**config.mk**
```make
export PLATFORM = sky130hd
export DESIGN_NAME = seg7_scan_driver
export DESIGN_NICKNAME = d
export VERILOG_FILES = /design/src/rtl/seg7_scan_driver.sv
export SDC_FILE = /design/constraint.sdc
export NUM_CORES = 1
export LEC_CHECK = 0
export BUFFER_PORTS_ARGS = -buffer_cell sky130_fd_sc_hd__buf_2
export CAP_MARGIN = 40
export CORE_MARGIN = 3
export CORE_UTILIZATION = 35
export DETAILED_ROUTE_END_ITERATION = 6
export SLEW_MARGIN = 20
export SYNTH_ARGS = -nofsm -noshare
export SYNTH_HDL_FRONTEND = slang
export SYNTH_SLANG_ARGS = --single-unit
```
**constraint.sdc**
```tcl
create_clock -name clk -period 4.3 [get_ports clk]
set_input_delay 0.43 -clock clk [delete_from_list [all_inputs] [get_ports clk]]
set_output_delay 0.43 -clock clk [all_outputs]
set_load 0.005 [all_outputs]
```
**src/rtl/seg7_scan_driver.sv**
```systemverilog
// Time-multiplexed 8-digit common-anode seven-segment driver with per-frame snapshot and blink.
// Optional anode dead-time at the start of each slot when SEG7_DEADTIME_EN is defined.
module seg7_scan_driver #(
    parameter logic [15:0] SCAN_DIV     = 16'd50000,
    parameter logic [7:0]  BLINK_FRAMES = 8'd64,
    parameter logic [3:0]  DEAD_CYC     = 4'd4
) (
    input  logic        clk,
    input  logic        rst,
    input  logic [31:0] Disp_num,
    input  logic [7:0]  point_in,
    input  logic [7:0]  LE_in,
    output logic [7:0]  AN,
    output logic [7:0]  SEGMENT,
    output logic        frame_done
);

`ifdef SEG7_DEADTIME_EN
    localparam bit DEAD_EN = 1'b1;
`else
    localparam bit DEAD_EN = 1'b0;
`endif

    logic [15:0] cnt;
    logic [2:0]  dig;
    logic        prime;
    logic [31:0] num;
    logic [7:0]  pt;
    logic [7:0]  le;
    logic [7:0]  blink_cnt;
    logic        phase;

    logic        tick_c;
    logic        frame_end_c;
    logic [3:0]  nib_c;
    logic [6:0]  hex_c;
    logic [7:0]  an_c;
    logic [7:0]  seg_c;

    assign tick_c      = (cnt == SCAN_DIV - 16'd1);
    assign frame_end_c = tick_c && (dig == 3'd7);

    // Slot prescaler and digit counter
    always_ff @(posedge clk or posedge rst) begin
        if (rst) begin
            cnt <= 16'd0;
            dig <= 3'd0;
        end else if (tick_c) begin
            cnt <= 16'd0;
            dig <= dig + 3'd1;
        end else begin
            cnt <= cnt + 16'd1;
        end
    end

    // Input snapshot: tracks inputs until the first slot ends, then only at frame boundaries
    always_ff @(posedge clk or posedge rst) begin
        if (rst) begin
            prime <= 1'b1;
            num   <= 32'd0;
            pt    <= 8'd0;
            le    <= 8'd0;
        end else begin
            if (prime || frame_end_c) begin
                num <= Disp_num;
                pt  <= point_in;
                le  <= LE_in;
            end
            if (tick_c) begin
                prime <= 1'b0;
            end
        end
    end

    // Blink engine advances on the same frame boundary that raises frame_done
    always_ff @(posedge clk or posedge rst) begin
        if (rst) begin
            blink_cnt <= 8'd0;
            phase     <= 1'b0;
        end else if (frame_end_c) begin
            if (blink_cnt == BLINK_FRAMES - 8'd1) begin
                blink_cnt <= 8'd0;
                phase     <= ~phase;
            end else begin
                blink_cnt <= blink_cnt + 8'd1;
            end
        end
    end

    assign nib_c = num[{dig, 2'b00} +: 4];

    always_comb begin
        hex_c = 7'h7F;
        case (nib_c)
            4'h0: hex_c = 7'h40;
            4'h1: hex_c = 7'h79;
            4'h2: hex_c = 7'h24;
            4'h3: hex_c = 7'h30;
            4'h4: hex_c = 7'h19;
            4'h5: hex_c = 7'h12;
            4'h6: hex_c = 7'h02;
            4'h7: hex_c = 7'h78;
            4'h8: hex_c = 7'h00;
            4'h9: hex_c = 7'h10;
            4'hA: hex_c = 7'h08;
            4'hB: hex_c = 7'h03;
            4'hC: hex_c = 7'h46;
            4'hD: hex_c = 7'h21;
            4'hE: hex_c = 7'h06;
            4'hF: hex_c = 7'h0E;
            default: hex_c = 7'h7F;
        endcase
    end

    always_comb begin
        an_c  = ~(8'b1 << dig);
        seg_c = {~pt[dig], hex_c};
        if (DEAD_EN && (cnt < 16'(DEAD_CYC))) begin
            an_c = 8'hFF;
        end
        if (phase && le[dig]) begin
            seg_c = 8'hFF;
        end
    end

    // Registered display outputs
    always_ff @(posedge clk or posedge rst) begin
        if (rst) begin
            AN         <= 8'hFF;
            SEGMENT    <= 8'hFF;
            frame_done <= 1'b0;
        end else begin
            AN         <= an_c;
            SEGMENT    <= seg_c;
            frame_done <= frame_end_c;
        end
    end

endmodule
```
==> results.md, run 1 <==
- Status: finished clean
- GRT overflow: 0
- Antenna Cells: 0
- Crit path DAT: 2.89 ns
- Setup TNS: 0 ns
- Slew Limit Fails: 0
- Die X: 118.2 um
- Worst r2r src: dig[1]$_DFFE_PP0N_
- Clock Pin Slew Worst Setup and Hold Paths: 0.07 ns
- Worst path required time: 4.52 ns
- Vias in the first global route: 2890
- Initial DRC count: 103
- Relative slew slack: 0.5884
- Gp weighted congestion: 0.7990
- RSZ-0062 raised after global routing: no
- Seq/Total Area, Yosys: 0.5385
- Via/cell ratio: 4.742
- Nets: 464
- Via Count: 2717
- I/O Buffers: 66
- Post-CTS Resized: 0
- Final setup vio count: 0
- Std cell rows: 40
- Max_cap viols: 0
- Layout area overhead: 19.33%
- HPWL after DPL: 6160 um
- Die Span Y: 118.2 um
- Endpoints failing hold: 0
- PwrDens: 353.2 mW/mm2
- Most common cell after layout, fill and taps aside: dfrtp_1
- Maximum number of pins on one net before global-route repair: 41
- Peak VDD IR: 0.1916 mV
- Core area: 0.01216 mm2
- Worst min path class: in2async
- Commonest non-fill, non-tap cells in the layout: 77 x dfrtp_1, 66 x buf_2, 32 x mux2_2, 31 x nand2_1, 20 x mux2_4
- Mapped Cells: 330
- Fmax: 0.3755 GHz
- Starting Density: 0.3624
- WL final: 8412 um
- Maximum root-to-sink buffer count: 2
- R2r endpoint: num[18]$_DFFE_PP0P_
- Avg WL per Cell: 14.68 um
- Crit Path Category: reg2reg
- Yosys Warn Count: 0
- Total leakage power: 2.415 nW
- Reg2Reg Setup Slack: 1.64 ns
- Final non-filler cell total: 573
- Share of cells above drive strength 1: 0.4222
- First-pass GRT wire length: 14720 um
- GRT Overall Usage: 0.1310
- Avg Inst Size Synth: 13.36 um2
- Least-Margin Pin Slew: 0.6175 ns
- CTS Sinks: 94
- Number of synthesized register bits: 94
- Initial antenna violation count: 0
- Post-synthesis cell type count: 43
- Worst setup SP type: flop
- Post-Route Skew: 0.006068 ns
- CP startpoint: dig[1]$_DFFE_PP0N_
- CTS Root Cell: clkbuf_16
- DRC Markers: 0
- CTS tree: built
- CP max FO: 36
- Post-CTS Setup Bufs: 0
- # IOs: 67
- R2R cell count: 6
- Post-CTS Hold Fix Bufs: 0
- Depth of the CTS H-tree: 3
- CP endpoint kind: flop
- DR pass1 iterations: 4
- Tmin final: 2.663 ns
- Skew-Pair Late Insertion Delay: 0.34 ns
- Die area: 0.01398 mm2
- Crit path to: num[18]$_DFFE_PP0P_
- Cts bufs inserted: 9
- Mapped Area: 0.004408 mm2
- Post-DRT Antenna Nets: 0
- Cells after DPL: 557
- Final worst-path cycle share: 0.6193
- Post-Synthesis Net Count: 394
layout make-up:
class                   count  area [um2]
flip-flops and latches     94        2374
fillers                  1149        6902
well taps                 168       210.2
repair buffers             71       400.4
inverters                   9       35.03
clock inverters             4       55.05
clock buffers              12       256.5
multi-input cells         215        1929
sequential cells by signal (all words and copies together), names as in the netlist:
name,cells
le,8
cnt,16
phase,1
frame_done,1
prime,1
dig,3
AN,8
num,32
blink_cnt,8
SEGMENT,8
pt,8
worst max-delay path, stage by stage (launching register included):
cell and delay (ns):
dfrtp_1 0.60, ha_1 0.32, ha_1 0.23, and2_1 0.25
nor2_4 0.46, buf_12 0.30, mux2_2 0.36
cells in the mapped netlist (all sizes together):
| cell | count | area (um2) |
|---|---|---|
| a21o | 2 | 15.01 |
| a21oi | 4 | 20.02 |
| a22oi | 1 | 7.510 |
| a2bb2oi | 1 | 8.760 |
| and2 | 4 | 25.02 |
| and3 | 5 | 31.28 |
| and4 | 2 | 17.52 |
| buf | 10 | 68.82 |
| clkbuf | 2 | 7.510 |
| clkinv | 1 | 3.750 |
| dfrtp | 77 | 1927 |
| dfstp | 17 | 446.7 |
| ha | 14 | 175.2 |
| inv | 8 | 30.03 |
| mux2 | 52 | 660.6 |
| mux2i | 7 | 70.07 |
| mux4 | 10 | 225.2 |
| nand2 | 31 | 116.4 |
| nand3 | 11 | 55.05 |
| nand3b | 1 | 7.510 |
| nand4 | 3 | 18.77 |
| nand4bb | 1 | 11.26 |
| nor2 | 18 | 70.07 |
| nor2b | 5 | 31.28 |
| nor3 | 3 | 15.01 |
| nor3b | 1 | 7.510 |
| nor4 | 3 | 40.04 |
| o211ai | 4 | 30.03 |
| o21ai | 5 | 25.02 |
| o221ai | 4 | 35.03 |
| o31ai | 1 | 7.510 |
| or2 | 1 | 6.260 |
| or4b | 1 | 13.76 |
| or4bb | 1 | 11.26 |
| xnor2 | 13 | 113.9 |
| xor2 | 6 | 52.55 |
metrics by stage:
stage | power, mW | hold slack [ns] | util | worst slack, ns | instance area (um2)
finish | 1.858 | 0.1140 | 0.4325 | 1.637 | 5260
global route | 1.936 | 0.1488 | 0.4325 | 1.338 | 5260
global placement | 1.058 | 0.4639 | 0.4046 | 1.423 | 4921
detailed placement | 1.061 | 0.4637 | 0.4069 | 1.601 | 4949
floorplan | 1.012 | 0.4447 | - | 1.449 | 4408
CTS | 1.887 | 0.1207 | 0.4325 | 1.578 | 5260
per-layer routing:
| layer | wire length (um) | GRT usage | share of wire | up-vias |
|---|---|---|---|---|
| met4 | 105 | 0.04835 | 0.012 | 0 |
| met5 | 0 | 0 | 0 | - |
| met2 | 3803 | 0.1944 | 0.45 | 54 |
| met3 | 419 | 0.03876 | 0.050 | 8 |
| met1 | 4084 | 0.1818 | 0.49 | 1353 |
| li1 | - | - | - | 1302 |
power by group:
group | total (mW) | internal, mW | leakage, nW | switching [mW]
clock network | 0.816 | 0.485 | 0.149 | 0.331
logic | 0.110 | 0.0601 | 1.14 | 0.0495
registers | 0.932 | 0.919 | 1.13 | 0.0138
total | 1.86 | 1.46 | 2.41 | 0.395
worst min path at each step:
stage | to | slack, ns
finish | blink_cnt[5]$_DFFE_PP0P_ | 0.11
CTS | blink_cnt[5]$_DFFE_PP0P_ | 0.12
global route | blink_cnt[5]$_DFFE_PP0P_ | 0.15
floorplan | phase$_DFFE_PP0P_ | 0.44
detailed placement | phase$_DFFE_PP0P_ | 0.46
global placement | phase$_DFFE_PP0P_ | 0.46
cells by family after synthesis:
group | synth area share
DFF | 0.5385
and+or+nand+nor | 0.1084
muxes | 0.2169
AOI/OAI and AO/OA | 0.03378
buffers and inverters | 0.02498
xor gates and xnor gates | 0.03775
adders and majority gates | 0.03974
(Power assumes the default switching activity.)
==> inputs of run 2 (changes only) <==
ABC_AREA = 1   (was default)
clock period = 2.61 ns   (was 4.3 ns; I/O delays follow)
==> run 2 against run 1 <==
Compared with the run above:
- worst hold slack lost 0.093 ns
- clock skew is essentially flat
- global-route usage grew 2.9 points
- critical endpoint is now SEGMENT[3]$_DFF_PP1_
- wire length grew 33%
- worst setup slack lost 1.3 ns
- count of clock-buffer cells in the layout shrank 2
- sequential power grew 57%
- critical path type unchanged
- flip-flop and latch count is the same
- die area grew 7.5%
==> results.md, run 2 <==
- Status: finished clean (unchanged)
- Total leakage power: 2.891 nW (was 2.415 nW)
- Initial DRC count: 364 (was 103)
- Biggest regs: num: 32 flops, cnt: 16 flops (unchanged)
- Mapped Cells: 598 (was 330)
- Family with the most delay on the worst path: simple AND/OR/NAND/NOR gates (unchanged)
- Register bank with the most flops: num (unchanged)
- Gp weighted congestion: 0.8369 (was 0.7990)
- Slew Limit Fails: 0 (unchanged)
- Fmax: 0.4485 GHz (was 0.3755 GHz)
- Final setup vio count: 0 (unchanged)
- HPWL after DPL: 7950 um (was 6160 um)
- GRT Overall Usage: 0.1604 (was 0.1310)
- Worst setup SP type: flop (unchanged)
- RSZ-0062 raised after global routing: no (unchanged)
- Buf+Inv Stages, Crit Path: 2 (was 1)
- Maximum root-to-sink buffer count: 2 (unchanged)
- Fill cells: 1282 (was 1149)
- Layout area overhead: 17.51% (was 19.33%)
- Die X: 122.6 um (was 118.2 um)
- DRC Markers: 0 (unchanged)
- Seq/Total Area, Yosys: 0.4988 (was 0.5385)
- Skew-Pair Late Insertion Delay: 0.35 ns (was 0.34 ns)
- CTS tree: built (unchanged)
- Synth top area cells: dfrtp_1 40%, nand2_1 16%, nand3_1 11% (was dfrtp_1 44%, dfstp_2 10%, mux2_2 8.2%)
- Most common cell after layout, fill and taps aside: nand2_1 (was dfrtp_1)
- Initial antenna violation count: 0 (unchanged)
- Number of synthesized register bits: 94 (unchanged)
- Crit path DAT: 2.51 ns (was 2.89 ns)
- DR pass1 iterations: 5 (was 4)
- Post-CTS Setup Bufs: 0 (unchanged)
- Top FF cell, synth: dfrtp_1 (unchanged)
- Cell taking the most area after synthesis: dfrtp_1 (unchanged)
- Post-route cell area: 0.005592 mm2 (was 0.005260 mm2)
- Commonest non-fill, non-tap cells in the layout: 199 x nand2_1, 102 x nand3_1, 77 x dfrtp_1, 66 x buf_2, 57 x inv_1 (was 77 x dfrtp_1, 66 x buf_2, 32 x mux2_2, 31 x nand2_1, 20 x mux2_4)
- Post-synth EDFFs: 0 (unchanged)
- Starting Density: 0.3666 (was 0.3624)
- Yosys Warn Count: 0 (unchanged)
- Peak VDD IR: 0.3165 mV (was 0.1916 mV)
- Via/cell ratio: 4.839 (was 4.742)
- CP max FO: 26 (was 36)
- Setup TNS: 0 ns (unchanged)
- Core area: 0.01298 mm2 (was 0.01216 mm2)
- Final worst-path cycle share: 0.8542 (was 0.6193)
- Share of cells above drive strength 1: 0.1931 (was 0.4222)
- CP endpoint kind: flop (unchanged)
- Mapped Area: 0.004758 mm2 (was 0.004408 mm2)
- CTS Root Cell: clkbuf_16 (unchanged)
- Maximum number of pins on one net before global-route repair: 95 (was 41)
- Avg Inst Size Synth: 7.957 um2 (was 13.36 um2)
- Most frequent cell on the critical path: nand2_1 (was ha_1)
- # IOs: 67 (unchanged)
- Nets: 727 (was 464)
- Post-synth top area share: 0.4049 (was 0.4371)
- Avg WL per Cell: 13.36 um (was 14.68 um)
- Post-CTS Hold Fix Bufs: 0 (unchanged)
- Least-Margin Pin Slew: 0.6318 ns (was 0.6175 ns)
- Endpoints failing hold: 0 (unchanged)
- Post-Synthesis Net Count: 662 (was 394)
- I/O Buffers: 66 (unchanged)
- Die area: 0.01503 mm2 (was 0.01398 mm2)
- Vias in the first global route: 3921 (was 2890)
- Post-synthesis cell type count: 30 (was 43)
- Max reg flops: 32 (unchanged)
- Relative slew slack: 0.5744 (was 0.5884)
- Antenna Cells: 0 (unchanged)
- Placed instance area: 0.005284 mm2 (was 0.004949 mm2)
- Top post-synthesis cells by count: 199 x nand2_1, 102 x nand3_1, 77 x dfrtp_1 (was 77 x dfrtp_1, 32 x mux2_2, 31 x nand2_1)
- Max_cap viols: 0 (unchanged)
- Crit path cell chain: buf_4 -> nand2_1 -> nand3_1 -> nand2_1 -> o21ai_0 -> inv_1 -> ha_1 -> nand3_1 -> nand2_1 -> nand2_1 -> nand3_1 (was ha_1 -> ha_1 -> and2_1 -> nor2_4 -> buf_12 -> mux2_2)
- Via Count: 4065 (was 2717)
- Post-CTS Resized: 0 (unchanged)
- First-pass GRT wire length: 18950 um (was 14720 um)
- Std cell rows: 41 (was 40)
- Tmin final: 2.229 ns (was 2.663 ns)
- PwrDens: 515.0 mW/mm2 (was 353.2 mW/mm2)
- Area of the multi-input gates: 0.002037 mm2 (was 0.001929 mm2)
- Post-Route Skew: 0.006496 ns (was 0.006068 ns)
- CTS Sinks: 94 (unchanged)
- Worst path required time: 2.89 ns (was 4.52 ns)
- Slowest-stage cell, CP: o21ai_0 (was dfrtp_1)
- Die Span Y: 122.6 um (was 118.2 um)
- Clock Pin Slew Worst Setup and Hold Paths: 0.07 ns (about the same)
- Post-DRT Antenna Nets: 0 (unchanged)
- Register area: 0.002374 mm2 (unchanged)
- WL final: 11220 um (was 8412 um)
- GRT overflow: 0 (unchanged)
- CP peak stage delay: 0.50 ns (was 0.60 ns)
- Crit Path Category: reg2reg (unchanged)
- Worst min path class: in2async (unchanged)
- Cts bufs inserted: 9 (unchanged)
- Post-synth ARST share: 1.000 (unchanged)
- Depth of the CTS H-tree: 3 (unchanged)
- Most numerous cell in the Yosys netlist: nand2_1 (was dfrtp_1)
-- run 2: changes by cell type in the layout (fill, tap and decap cells not counted), moves of 10 or more --
cell / delta
inv_1: +50
mux2_2: -32
mux2_4: -20
mux4_2: -10
nand2_1: +168
nand2_2: +13
nand3_1: +91
nor2_1: +17
-- run 2: kinds of logic (layout without fill, tap and decap cells) --
logic type,after synthesis,count (layout),synth area share
flops,94,94,0.4988
simple gates,373,373,0.3437
fa+ha+maj,14,14,0.03681
xor+xnor,13,13,0.02393
compound gates,20,20,0.02367
buf+inv,84,154,0.07310
-- run 2: final timing paths --
kind                       depth (start not counted)          startpoint  slack (ns)                  endpoint
setup / recovery                                  11  dig[0]$_DFFE_PP0N_        0.38      SEGMENT[3]$_DFF_PP1_
hold / removal                                     3                 rst        0.02  blink_cnt[6]$_DFFE_PP0P_
setup reg to reg                                  11  dig[0]$_DFFE_PP0N_        0.38      SEGMENT[3]$_DFF_PP1_
hold reg to reg                                    1    cnt[0]$_DFF_PP0_        0.47          cnt[0]$_DFF_PP0_
max in group asynchronous                          3                 rst        2.15      SEGMENT[7]$_DFF_PP1_
min in group clk                                   3        Disp_num[23]        0.10       num[23]$_DFFE_PP0P_
-- run 2: area by class of cell --
type                    instances  area share
clock buffers                  10     0.04274
well taps                     172     0.03849
multi-input cells             420      0.3643
clock inverters                 6     0.01231
repair buffers                 77     0.07608
inverters                      61     0.04162
flip-flops and latches         94      0.4245
-- run 2: where the power goes --
group / switching, mW / internal [mW]
Clock: 0.581 / 0.773
Sequential: 0 / 1.46
Combinational: 0.0395 / 0.0287
-- run 2: per-layer routing --
| layer | up-vias | track usage | share of wire |
|---|---|---|---|
| met5 | - | 0 | 0 |
| met4 | 0 | 0.06158 | 0.022 |
| met3 | 18 | 0.04470 | 0.050 |
| met2 | 113 | 0.2394 | 0.46 |
| met1 | 1909 | 0.2219 | 0.47 |
| li1 | 2025 | - | - |
-- run 2: worst reg2reg max path, delay by kind of cell (launching register included) --
family | cells | cell delay [ns]
AO/OA/AOI/OAI | 1 | 0.50
adder cells (fa/ha/maj) | 1 | 0.26
buffers and inverters | 2 | 0.47
flip-flops | 1 | 0.35
AND/OR/NAND/NOR | 7 | 0.57
-- run 2: through the flow --
stage	total power [mW]	utilization	hold slack [ns]	instances	setup slack (ns)
3_5_place_dp	1.556	0.4071	0.4491	824	0.3879
3_3_place_gp	1.554	0.4071	0.4435	824	0.5056
5_1_grt	2.981	0.4308	0.09359	840	0.1891
2_1_floorplan	1.506	-	0.3649	598	0.4770
6_report	2.880	0.4308	0.02113	840	0.3805
4_1_cts	2.921	0.4308	0.06834	840	0.3780
==> inputs of run 3 (changes only) <==
CTS_BUF_LIST = sky130_fd_sc_hd__clkbuf_16   (was default)
==> run 3 against run 2 <==
Compared with the run above:
- register-to-register slack hardly changed
- critical path depth stayed put
- flip-flop and latch count stayed put
- non-clock buffer count unchanged
- core utilization is 0.077 points lower
- die area did not move
- cell count stayed put
- count of clock-buffer cells in the layout decreased by 1
- power is 0.92% lower
- largest cell class unchanged
==> results.md, run 3 (synthesis results as in run 2) <==
- Crit Path Category: reg2reg (unchanged)
- I/O Buffers: 66 (unchanged)
- Final setup vio count: 0 (unchanged)
- First-pass GRT wire length: 18940 um (was 18950 um)
- HPWL after DPL: 7950 um (unchanged)
- Initial DRC count: 332 (was 364)
- CP max FO: 26 (unchanged)
- Status: finished clean (unchanged)
- Endpoints failing hold: 0 (unchanged)
- PwrDens: 511.2 mW/mm2 (was 515.0 mW/mm2)
- DRC Markers: 0 (unchanged)
- Most common cell after layout, fill and taps aside: nand2_1 (unchanged)
- Tmin final: 2.228 ns (was 2.229 ns)
- Skew-Pair Late Insertion Delay: 0.35 ns (about the same)
- Starting Density: 0.3666 (unchanged)
- Max reg flops: 32 (unchanged)
- Crit path DAT: 2.50 ns (was 2.51 ns)
- Power Total: 2.853 mW (was 2.880 mW)
- CTS tree: built (unchanged)
- Cts bufs inserted: 9 (unchanged)
- Post-CTS Resized: 0 (unchanged)
- Die Span Y: 122.6 um (unchanged)
- Relative slew slack: 0.5743 (was 0.5744)
- Setup TNS: 0 ns (unchanged)
- Internal: 2.230 mW (was 2.260 mW)
- Top sig layer: met4 (unchanged)
- RSZ-0062 raised after global routing: no (unchanged)
- Post-CTS Hold Fix Bufs: 0 (unchanged)
- Family with the most delay on the worst path: simple AND/OR/NAND/NOR gates (unchanged)
- Nets: 727 (unchanged)
- Avg WL per Cell: 13.32 um (was 13.36 um)
- Core area: 0.01298 mm2 (unchanged)
- Die area: 0.01503 mm2 (unchanged)
- Via Count: 4046 (was 4065)
- Register bank with the most flops: num (unchanged)
- Fmax: 0.4489 GHz (was 0.4485 GHz)
- Worst setup SP type: flop (unchanged)
- Post-Route Skew: 0.006951 ns (was 0.006496 ns)
- Final worst-path cycle share: 0.8535 (was 0.8542)
- Via/cell ratio: 4.817 (was 4.839)
- Max_cap viols: 0 (unchanged)
- Maximum root-to-sink buffer count: 2 (unchanged)
- Vias in the first global route: 3924 (was 3921)
- DR pass1 iterations: 7 (was 5)
- Slowest-stage cell, CP: o21ai_0 (unchanged)
- Most frequent cell on the critical path: nand2_1 (unchanged)
- Die X: 122.6 um (unchanged)
- Sw Ratio: 0.2183 (was 0.2153)
- Clock power frac: 0.465 (was 0.470)
- Layout area overhead: 17.30% (was 17.51%)
- Worst path required time: 2.89 ns (about the same)
- Post-CTS Setup Bufs: 0 (unchanged)
- Buf+Inv Stages, Crit Path: 2 (unchanged)
- Least-Margin Pin Slew: 0.6319 ns (was 0.6318 ns)
- Gp weighted congestion: 0.8369 (unchanged)
- Antenna Cells: 0 (unchanged)
- Met1 Wirelength: 5267 um (was 5227 um)
- WL final: 11190 um (was 11220 um)
- Maximum number of pins on one net before global-route repair: 95 (unchanged)
- # IOs: 67 (unchanged)
- Slew Limit Fails: 0 (unchanged)
- CP endpoint kind: flop (unchanged)
- Comb pwr share: 0.024 (about the same)
- GRT overflow: 0 (unchanged)
- Worst min path class: in2async (unchanged)
- Post-DRT Antenna Nets: 0 (unchanged)
- Hold WS: 0.01743 ns (was 0.02113 ns)
- Std cell rows: 41 (unchanged)
- Initial antenna violation count: 0 (unchanged)
- Met2 WL: 5134 um (was 5180 um)
- CP peak stage delay: 0.50 ns (about the same)
- Depth of the CTS H-tree: 3 (unchanged)
- Total leakage power: 2.886 nW (was 2.891 nW)
- Clock Pin Slew Worst Setup and Hold Paths: 0.07 ns (about the same)
- Share of power burned in registers: 0.511 (was 0.506)
- Commonest non-fill, non-tap cells in the layout: 199 x nand2_1, 102 x nand3_1, 77 x dfrtp_1, 66 x buf_2, 57 x inv_1 (unchanged)
- Peak VDD IR: 0.3168 mV (was 0.3165 mV)
- Net Sw Power: 0.6230 mW (was 0.6200 mW)
- Crit path cell chain: buf_4 -> nand2_1 -> nand3_1 -> nand2_1 -> o21ai_0 -> inv_1 -> ha_1 -> nand3_1 -> nand2_1 -> nand2_1 -> nand3_1 (unchanged)
- DR WL met3: 541 um (was 566 um)
- GRT Overall Usage: 0.1603 (was 0.1604)
- CTS Sinks: 94 (unchanged)
- CTS Root Cell: clkbuf_16 (unchanged)
- Biggest regs: num: 32 flops, cnt: 16 flops (unchanged)
- Share of cells above drive strength 1: 0.1916 (was 0.1931)
## run 3: worst reg2reg max path, cell delays in order, from the launching register on
cell and delay (ns):
dfrtp_1 0.35, buf_4 0.28, nand2_1 0.11, nand3_1 0.08, nand2_1 0.05, o21ai_0 0.50, inv_1 0.19, ha_1 0.26
nand3_1 0.13, nand2_1 0.07, nand2_1 0.06, nand3_1 0.07
## run 3: area by class of cell
cell class,count,area [um2]
sequential,94,2374
clock buffer,9,225.2
tap,172,215.2
inverter,61,232.7
multi-input combinational,420,2037
fill,1286,7397
timing repair buffer,77,425.4
clock inverter,7,72.57
## run 3: per-stage QoR
step             util  cells  instance area [um2]  setup slack [ns]
4_1_cts        0.4301    840                 5582            0.3780
5_1_grt        0.4301    840                 5582            0.1891
2_1_floorplan       -    598                 4762            0.4770
6_report       0.4301    840                 5582            0.3823
3_3_place_gp   0.4071    824                 5284            0.5056
3_5_place_dp   0.4071    824                 5284            0.3879
## run 3: metal layers
layer	GRT usage	vias up
li1	-	2027
met1	0.2216	1897
met2	0.2394	104
met3	0.04470	18
met4	0.06158	0
met5	0	-
## run 3: power by group through the flow
stage,Sequential (mW),Clock (mW),Combinational (mW)
3_5_place_dp,1.48,0,0.0714
3_3_place_gp,1.48,0,0.0698
6_report,1.46,1.33,0.0682
2_1_floorplan,1.48,0,0.0213
4_1_cts,1.46,1.36,0.0715
5_1_grt,1.46,1.41,0.0787
## run 3: worst paths after layout
| check | startpoint | endpoint | slack [ns] | cells after the start |
|---|---|---|---|---|
| worst max register to register | dig[0]$_DFFE_PP0N_ | SEGMENT[3]$_DFF_PP1_ | 0.38 | 11 |
| worst min-delay path | rst | blink_cnt[6]$_DFFE_PP0P_ | 0.02 | 3 |
| max in group asynchronous | rst | SEGMENT[7]$_DFF_PP1_ | 2.15 | 3 |
| worst max-delay path | dig[0]$_DFFE_PP0N_ | SEGMENT[3]$_DFF_PP1_ | 0.38 | 11 |
| worst min register to register | cnt[0]$_DFF_PP0_ | cnt[0]$_DFF_PP0_ | 0.47 | 1 |
| min in group clk | Disp_num[23] | num[23]$_DFFE_PP0P_ | 0.10 | 3 |
